File: config.mk
export PLATFORM = sky130hd
export DESIGN_NAME = keccak_sponge_ctrl
export DESIGN_NICKNAME = d
export VERILOG_FILES = /design/src/rtl/keccak_sponge_ctrl.sv
export SDC_FILE = /design/constraint.sdc
export NUM_CORES = 2
export LEC_CHECK = 0
export ABC_AREA = 1
export CAP_MARGIN = 15
export CORE_AREA = 2 2 657 659
export CTS_BUF_LIST = sky130_fd_sc_hd__clkbuf_4 sky130_fd_sc_hd__clkbuf_8
export CTS_CLUSTER_DIAMETER = 100
export CTS_CLUSTER_SIZE = 30
export DETAILED_ROUTE_END_ITERATION = 12
export DIE_AREA = 0 0 659 661
export SYNTH_ARGS = -nofsm -noshare
export SYNTH_HDL_FRONTEND = slang
export SYNTH_SLANG_ARGS = --single-unit
File: constraint.sdc
create_clock -name clk -period 2.58 [get_ports clk]
set_clock_uncertainty 0.1 [all_clocks]
set_input_delay 0.645 -clock clk [delete_from_list [all_inputs] [get_ports clk]]
set_output_delay 0.645 -clock clk [all_outputs]
set_load 0.02 [all_outputs]
File: src/rtl/keccak_sponge_ctrl.sv
`default_nettype none
// ---------------------------------------------------------------------------
// keccak_sponge_ctrl : SHA3 sponge sequencer (pad10*1, 0x06 suffix) for one
// single-cycle keccak core. Revision 1.0
// ---------------------------------------------------------------------------
module keccak_sponge_ctrl #(
  parameter int D = 224,
  parameter int B = 1600,
  parameter int R = B - 2*D,
  parameter int W = 64
) (
  input  logic                     clk,
  input  logic                     reset,
  input  logic [W-1:0]             in_data,
  input  logic                     in_valid,
  input  logic                     in_last,
  input  logic [$clog2(W/8+1)-1:0] in_bytes,
  output logic                     in_ready,
  output logic [R-1:0]             core_message,
  output logic                     core_enable,
  output logic                     core_clear,
  input  logic [D-1:0]             core_digest,
  output logic [D-1:0]             digest,
  output logic                     digest_valid,
  input  logic                     digest_ready,
  output logic                     busy
);

  localparam int c_NW = R / W;
  localparam int c_NB = W / 8;
  localparam int c_RB = R / 8;
  localparam int c_CW = $clog2(c_NW);
  localparam int c_IW = $clog2(c_RB);
  localparam int c_BW = $clog2(W/8 + 1);
  localparam logic [c_CW-1:0] c_LASTW = c_CW'(c_NW - 1);
  localparam logic [c_BW-1:0] c_FULLB = c_BW'(c_NB);
  localparam logic [R-1:0] c_PAD_ONLY = {8'h06, {(R-16){1'b0}}, 8'h80};

  localparam logic [2:0] c_IDLE        = 3'd0;
  localparam logic [2:0] c_CLEAR       = 3'd1;
  localparam logic [2:0] c_FILL        = 3'd2;
  localparam logic [2:0] c_ABSORB      = 3'd3;
  localparam logic [2:0] c_PAD         = 3'd4;
  localparam logic [2:0] c_ABSORB_LAST = 3'd5;
  localparam logic [2:0] c_ABSORB_FIN  = 3'd6;
  localparam logic [2:0] c_OUT         = 3'd7;

  logic [2:0]      r_state, w_next;
  logic [c_CW-1:0] r_count;
  logic [R-1:0]    r_buf;
  logic [c_IW-1:0] r_pad_idx;
  logic            r_exact;

  logic            w_accept;
  logic [c_BW-1:0] w_nb;
  logic [W-1:0]    w_word;
  logic [R-1:0]    w_padded;

  assign w_accept = (r_state == c_FILL) && in_valid;
  assign w_nb     = (in_bytes > c_FULLB) ? c_FULLB : in_bytes;

  // Tail bytes beyond the valid count are forced to zero before packing.
  always_comb begin
    w_word = in_data;
    for (int i = 0; i < c_NB; i++) begin
      if (in_last && (i >= int'(w_nb)))
        w_word[W-1-8*i -: 8] = 8'h00;
    end
  end

  always_comb begin
    w_padded = r_buf;
    for (int j = 0; j < c_RB; j++) begin
      if (j == int'(r_pad_idx))
        w_padded[R-1-8*j -: 8] = w_padded[R-1-8*j -: 8] | 8'h06;
    end
    w_padded[7:0] = w_padded[7:0] | 8'h80;
  end

  always_ff @(posedge clk or negedge reset) begin
    if (!reset) r_state <= c_IDLE;
    else        r_state <= w_next;
  end

  always_comb begin
    w_next = r_state;
    case (r_state)
      c_IDLE:        w_next = c_CLEAR;
      c_CLEAR:       w_next = c_FILL;
      c_FILL: begin
        if (w_accept) begin
          if (in_last)                 w_next = c_PAD;
          else if (r_count == c_LASTW) w_next = c_ABSORB;
        end
      end
      c_ABSORB:      w_next = c_FILL;
      c_PAD:         w_next = r_exact ? c_ABSORB_LAST : c_ABSORB_FIN;
      c_ABSORB_LAST: w_next = c_ABSORB_FIN;
      c_ABSORB_FIN:  w_next = c_OUT;
      c_OUT:         w_next = digest_ready ? c_CLEAR : c_OUT;
      default:       w_next = c_IDLE;
    endcase
  end

  always_ff @(posedge clk or negedge reset) begin
    if (!reset) begin
      r_count   <= '0;
      r_buf     <= '0;
      r_pad_idx <= '0;
      r_exact   <= 1'b0;
    end else begin
      case (r_state)
        c_CLEAR, c_ABSORB: begin
          r_count <= '0;
          r_buf   <= '0;
        end
        c_FILL: begin
          if (w_accept) begin
            for (int k = 0; k < c_NW; k++) begin
              if (r_count == c_CW'(k))
                r_buf[R-1-k*W -: W] <= w_word;
            end
            if (in_last) begin
              r_pad_idx <= c_IW'(int'(r_count) * c_NB + int'(w_nb));
              r_exact   <= (r_count == c_LASTW) && (w_nb == c_FULLB);
            end else if (r_count != c_LASTW) begin
              r_count <= r_count + c_CW'(1);
            end
          end
        end
        // An exactly full final block is absorbed unchanged first.
        c_PAD:         if (!r_exact) r_buf <= w_padded;
        c_ABSORB_LAST: r_buf <= c_PAD_ONLY;
        default: ;
      endcase
    end
  end

  // The core is idle during OUT, so its digest is stable while it is held.
  always_comb begin
    in_ready     = (r_state == c_FILL);
    core_clear   = (r_state == c_CLEAR);
    core_enable  = (r_state == c_ABSORB) || (r_state == c_ABSORB_LAST) ||
                   (r_state == c_ABSORB_FIN);
    core_message = core_enable ? r_buf : '0;
    digest_valid = (r_state == c_OUT);
    digest       = digest_valid ? core_digest : '0;
    busy         = (r_state != c_IDLE) && !((r_state == c_FILL) && (r_count == '0));
  end

endmodule
`default_nettype wire
# Yosys cells after proc, flatten, opt, wreduce, memory -nomap -nowiden
# Index checks and enable logic that the tools add are counted.
# totals
register_bits,1169
out_inout_bits,1381
# classes
addsub,2
magnitude_cmp,9
n_eq_ne,336
muxes,186
n_bitwise,1
n_reduce_logical,189
# ops
cell,n
1152-bit one-hot mux with 4 select lines,1
1152-bit two-way mux,2
64-bit two-way mux,18
1147-bit two-way mux,1
5-bit AND reduction,144
"8-bit equality test, first input constant",80
3-bit two-way mux,148
"2-bit inequality test, second input constant",146
"7-bit by 8-bit equality test with 1-bit output, first input constant",32
224-bit two-way mux,1
"6-bit by 8-bit equality test with 1-bit output, first input constant",16
4-bit AND reduction,20
"5-bit by 8-bit equality test with 1-bit output, first input constant",8
8-bit two-way mux,8
"5-bit by 4-bit equality test with 1-bit output, second input constant",8
"2-bit by 1-bit inequality test with 1-bit output, second input constant",20
"4-bit by 8-bit equality test with 1-bit output, first input constant",4
3-bit one-hot mux with 7 select lines,1
"5-bit by 3-bit equality test with 1-bit output, second input constant",4
"3-bit by 8-bit equality test with 1-bit output, first input constant",2
"3-bit by 4-bit greater-or-equal comparator with 1-bit output, first input constant",4
5-bit two-way mux,3
"3-bit equality test, second input constant",4
1-bit logical AND,12
29 further kinds,36

# Longest topological paths before layout
# depth
word_depth,8
ltp_mapped,12
ltp_nobuf,12

# Worst setup path after synthesis
# No wires, ideal clock.
# synth_path
kind,register -> output
start,register r_state[2]
end,output port core_message[210]
arrival_ns,1.889
required_time_ns,1.835
slack_ns,-0.054
stages_incl_launch_ff,11
cell_sequence,dfrtp_1 > buf_4 > nand2_2 > nand2_1 > o21bai_1 > nand2_1 > inv_2 > buf_2 > buf_2 > buf_2 > nor2_1
# synth_via
elab_chain_len,4
word_cells_on_any_way,6
cone_classes,3 x eq/ne; 1 x mux; 2 x reduce/logical
# synth_lines
element,line,text
start: declaration,48,"logic [2:0] r_state, w_next;"
start signal: assignment,81,if (!reset) r_state <= c_IDLE;
start signal: assignment,82,else r_state <= w_next;
3-bit by 2-bit equality test with 1-bit output or 3-bit equality test (tied branches),143,core_enable = (r_state == c_ABSORB) || (r_state == c_ABSORB_LAST) ||
1-bit logical OR,143,
1-bit logical OR *,143,
via core_enable,20,"output logic core_enable,"
1152-bit two-way mux *,145,core_message = core_enable ? r_buf : '0;
end: declaration,19,"output logic [R-1:0] core_message,"
# The timed path passes the listed nets; every way through them passes the cells marked *.

# Final worst setup path
# layout_path
start,register r_state[2]
end,output port core_message[762]
# layout_via
elab_chain_len,4
word_cells_on_any_way,6
cone_classes,3 x eq/ne; 1 x mux; 2 x reduce/logical
# layout_lines
element,line
3-bit by 2-bit equality test with 1-bit output or 3-bit equality test (tied branches),143
1-bit logical OR,143
1-bit logical OR *,143
1152-bit two-way mux *,145
# Every way passes the cells marked *; elsewhere a longest branch is shown, timed or not.

==> flow_summary.json <==
{
  "status": "finished with violations",
  "violations": "negative setup slack",
  "grt_pass1_wl_um": 499000,
  "vias": 58300,
  "final_cell_area_um2": 87500,
  "drc": 0,
  "cts_tree": "done",
  "die_h_um": 661,
  "min_period_ns": 3.99,
  "initial_core_util_pct": 13.3,
  "cp.arrival_ns": 3.24,
  "cts.clk_slew.worst_paths_ns": 0.19,
  "syn2layout_area_growth_pct": 53.3,
  "place_area_um2": 86200,
  "cts-root-buf": "clkbuf_8",
  "coreArea_um2": 429000,
  "ant_nets": 0,
  "antenna_found_initial": 113,
  "die-area_um2": 436000,
  "period_share_pct": 155,
  "cts_sinks": 1169,
  "hp-class": "primary input to asynchronous set/reset pin",
  "synth_fp_nets": 8110,
  "crit_path_max_incr_delay_ns": 0.45,
  "synth-edff-count": 0,
  "netlist_area_um2": 57100,
  "static-leakage-power_nw": 43.5,
  "start_kind": "flop",
  "clk_latency_ns": 0.94,
  "rows": 241,
  "worst_pin_slew_ns": 0.764,
  "synthArstFlopShare_pct": 100,
  "dr.pass1.iters": 6,
  "worstSetupPathType": "flop to output pin",
  "layout_setup_ws_ns": -1.41,
  "totalWireLength_um": 382000,
  "grt_pass1_vias": 55900,
  "synth_top_area_share_pct": 51.3,
  "synth_top_area_cell": "dfrtp_1",
  "gr-total-overflow": 0,
  "syn_avg_cell_area_um2": 7.31,
  "drive_above_1_share_pct": 13.9,
  "htree_num_levels": 2,
  "syn_inst": 7806,
  "routabilityCongestion": 1.06,
  "r2r_cells": 10,
  "hpwlAfterDp_um": 314000,
  "max_clock_freq_mhz": 251,
  "crit_start": "r_state[2]",
  "yosys_warnings": 0,
  "slew_violations": 0,
  "ys_top_cells_by_area": "dfrtp_1 51%, nand2_1 12%, nor2_1 9.6%",
  "grt_max_degree": 97,
  "worstSetupEndpointType": "output pin",
  "hold_viol_final": 0,
  "crit_slowest_cell": "dfrtp_1",
  "r2r-start": "r_state[0]",
  "path_max_fanout": 29,
  "cap_violations": 0,
  "cts_made_buffers": 54,
  "rsz0062_at_grt": "yes",
  "worstPathCellList": "nand2_2 > nand2_1 > o21bai_4 > nand2_4 > inv_16 > buf_16 > bufbuf_16 > nor2_2 > dlygate4sd2_1",
  "vias_per_cell": 3.79,
  "synthFlopType": "dfrtp_1",
  "clock_path_buffers": 3,
  "relSlewSlack_pct": 48.9,
  "crit_end": "core_message[762]",
  "drt_iter0_markers": 5712,
  "die_w_um": 659,
  "finalNetCount": 9911,
  "synth.distinct_cells": 34,
  "num_io_pins": 1678,
  "rr_endpoint": "r_buf[1083]",
  "place.port_buffers": 1677,
  "synth-seq-area-share_pct": 51.3,
  "cp.required_ns": 1.84,
  "power_density_nw_per_um2": 1200,
  "setup_tns_ns": -1576.76,
  "r2r_slack_ns": 0.02,
  "wl_per_cell_um": 24.8,
  "grt.total_usage_pct": 16.8,
  "synth-seq-cells": 1169,
  "ir_drop_mv": 0.703,
  "finalSetupViolations": 1381
}
[per-stage QoR]
step | util [%] | total power [W] | setup slack [ns] | hold slack [ns] | std cells
6_report | 20.4 | 0.105 | -1.41 | 0.243 | 15400
5_1_grt | 20.4 | 0.112 | -1.62 | 0.159 | 15400
4_1_cts | 20.4 | 0.107 | -1.59 | 0.106 | 15300
3_5_place_dp | 20.1 | 0.0966 | -0.943 | 0.358 | 15200
3_3_place_gp | 20.1 | 0.0961 | -0.897 | 0.355 | 15200
2_1_floorplan | - | 0.0611 | -0.0543 | 0.249 | 7806
[cells in the mapped netlist, types with 10 or more instances]
library cell and count:
dfrtp_1 1169, o21ai_0 727, nand3_1 448, nand2_1 1838
buf_2 210, nor2_2 10, o21ai_1 176, buf_4 31
nand2_2 19, clkbuf_1 182, inv_1 1426, nor2_1 1457
buf_6 44
[how the worst min path moves through the flow]
| stage | from | to | cells after the start |
|---|---|---|---|
| after floorplan | reset | r_buf[0] | 0 |
| after global placement | r_buf[857] | r_buf[857] | 2 |
| after detailed placement | r_buf[129] | r_buf[129] | 2 |
| after CTS | reset | r_buf[691] | 2 |
| after global routing | reset | r_buf[691] | 2 |
| final | reset | r_buf[691] | 2 |
[state kept, by name, indices dropped and copies added (netlist names)]
signal,flops
r_buf,1152
r_pad_idx,8
r_count,5
r_state,3
r_exact,1
[critical path, delay by kind of cell, from the launching register on]
family | cells | cell delay, ns
buffers and inverters | 4 | 1.02
and+or+nand+nor | 4 | 0.55
DFF | 1 | 0.45
AOI/OAI and AO/OA | 1 | 0.18
[cell usage in the layout, fill, tap and decap left out, types with 4 or more instances in the layout]
master	netlist	final
a21oi_1	4	4
a21oi_2	6	6
buf_12	1	334
buf_16	0	10
buf_2	210	34
buf_4	31	624
buf_6	44	11
buf_8	1	5
bufbuf_16	0	10
clkbuf_2	0	56
clkbuf_8	0	56
clkdlybuf4s15_1	0	26
clkdlybuf4s15_2	0	13
clkdlybuf4s50_1	0	549
clkinv_16	0	6
dfrtp_1	1169	1169
diode_2	0	41
dlygate4sd2_1	0	378
dlymetal6s2s_1	0	165
ha_1	7	7
inv_1	1426	1426
inv_2	8	4
inv_6	0	5
nand2_1	1838	1832
nand2_2	19	11
nand2_4	9	22
nand3_1	448	400
nand3_2	7	42
nand3_4	2	15
nor2_1	1457	1424
nor2_2	10	40
nor2_4	2	5
o21ai_0	727	727
o21ai_1	176	172
o21ai_2	3	4
o21ai_4	7	10
[power by group]
part	internal, W	switching (W)	total [W]
clock network	0.00238	0.00672	0.00910
logic	0.0221	0.0449	0.0669
registers	0.0253	0.00400	0.0293
total	0.0497	0.0556	0.105
[layer usage]
layer  track usage, %  part of all wire [%]  wire [µm]
met5                0                  0.14        522
met4             9.80                   7.1      27000
met3             4.28                   7.9      30200
met2             30.9                    51     195000
met1             17.1                    34     129000
[area by class of cell]
| cell class | instances | area (µm²) |
|---|---|---|
| fill | 48300 | 342000 |
| sequential | 1169 | 29300 |
| timing repair buffer | 2216 | 23900 |
| multi-input combinational | 4731 | 20500 |
| tap | 5710 | 7140 |
| inverter | 1434 | 5410 |
| clock buffer | 56 | 771 |
| clock inverter | 22 | 394 |
| antenna | 41 | 103 |
| timing repair inverter | 1 | 8.76 |
[what timing repair did]
action / 4_1_cts / 5_1_grt
hold endpoints to repair: 240 / 0
setup buffers: 4 / 1
hold buffers: 1 / 0
resized for setup: 855 / 539
gates cloned: 13 / 0
pin swaps: 2 / 1
endpoints found under the setup margin: 1386 / 1490
[cell families (layout without fill, tap and decap cells)]
family,Yosys count,after routing,synth area share [%]
simple gates,3796,3796,26.4
buf+inv,1906,3729,13.8
flops,1169,1169,51.3
compound gates,925,925,8.32
fa+ha+maj,7,7,0.153
xor+xnor,3,3,0.0461
other cells,0,41,0
(Power assumes the default switching activity.)
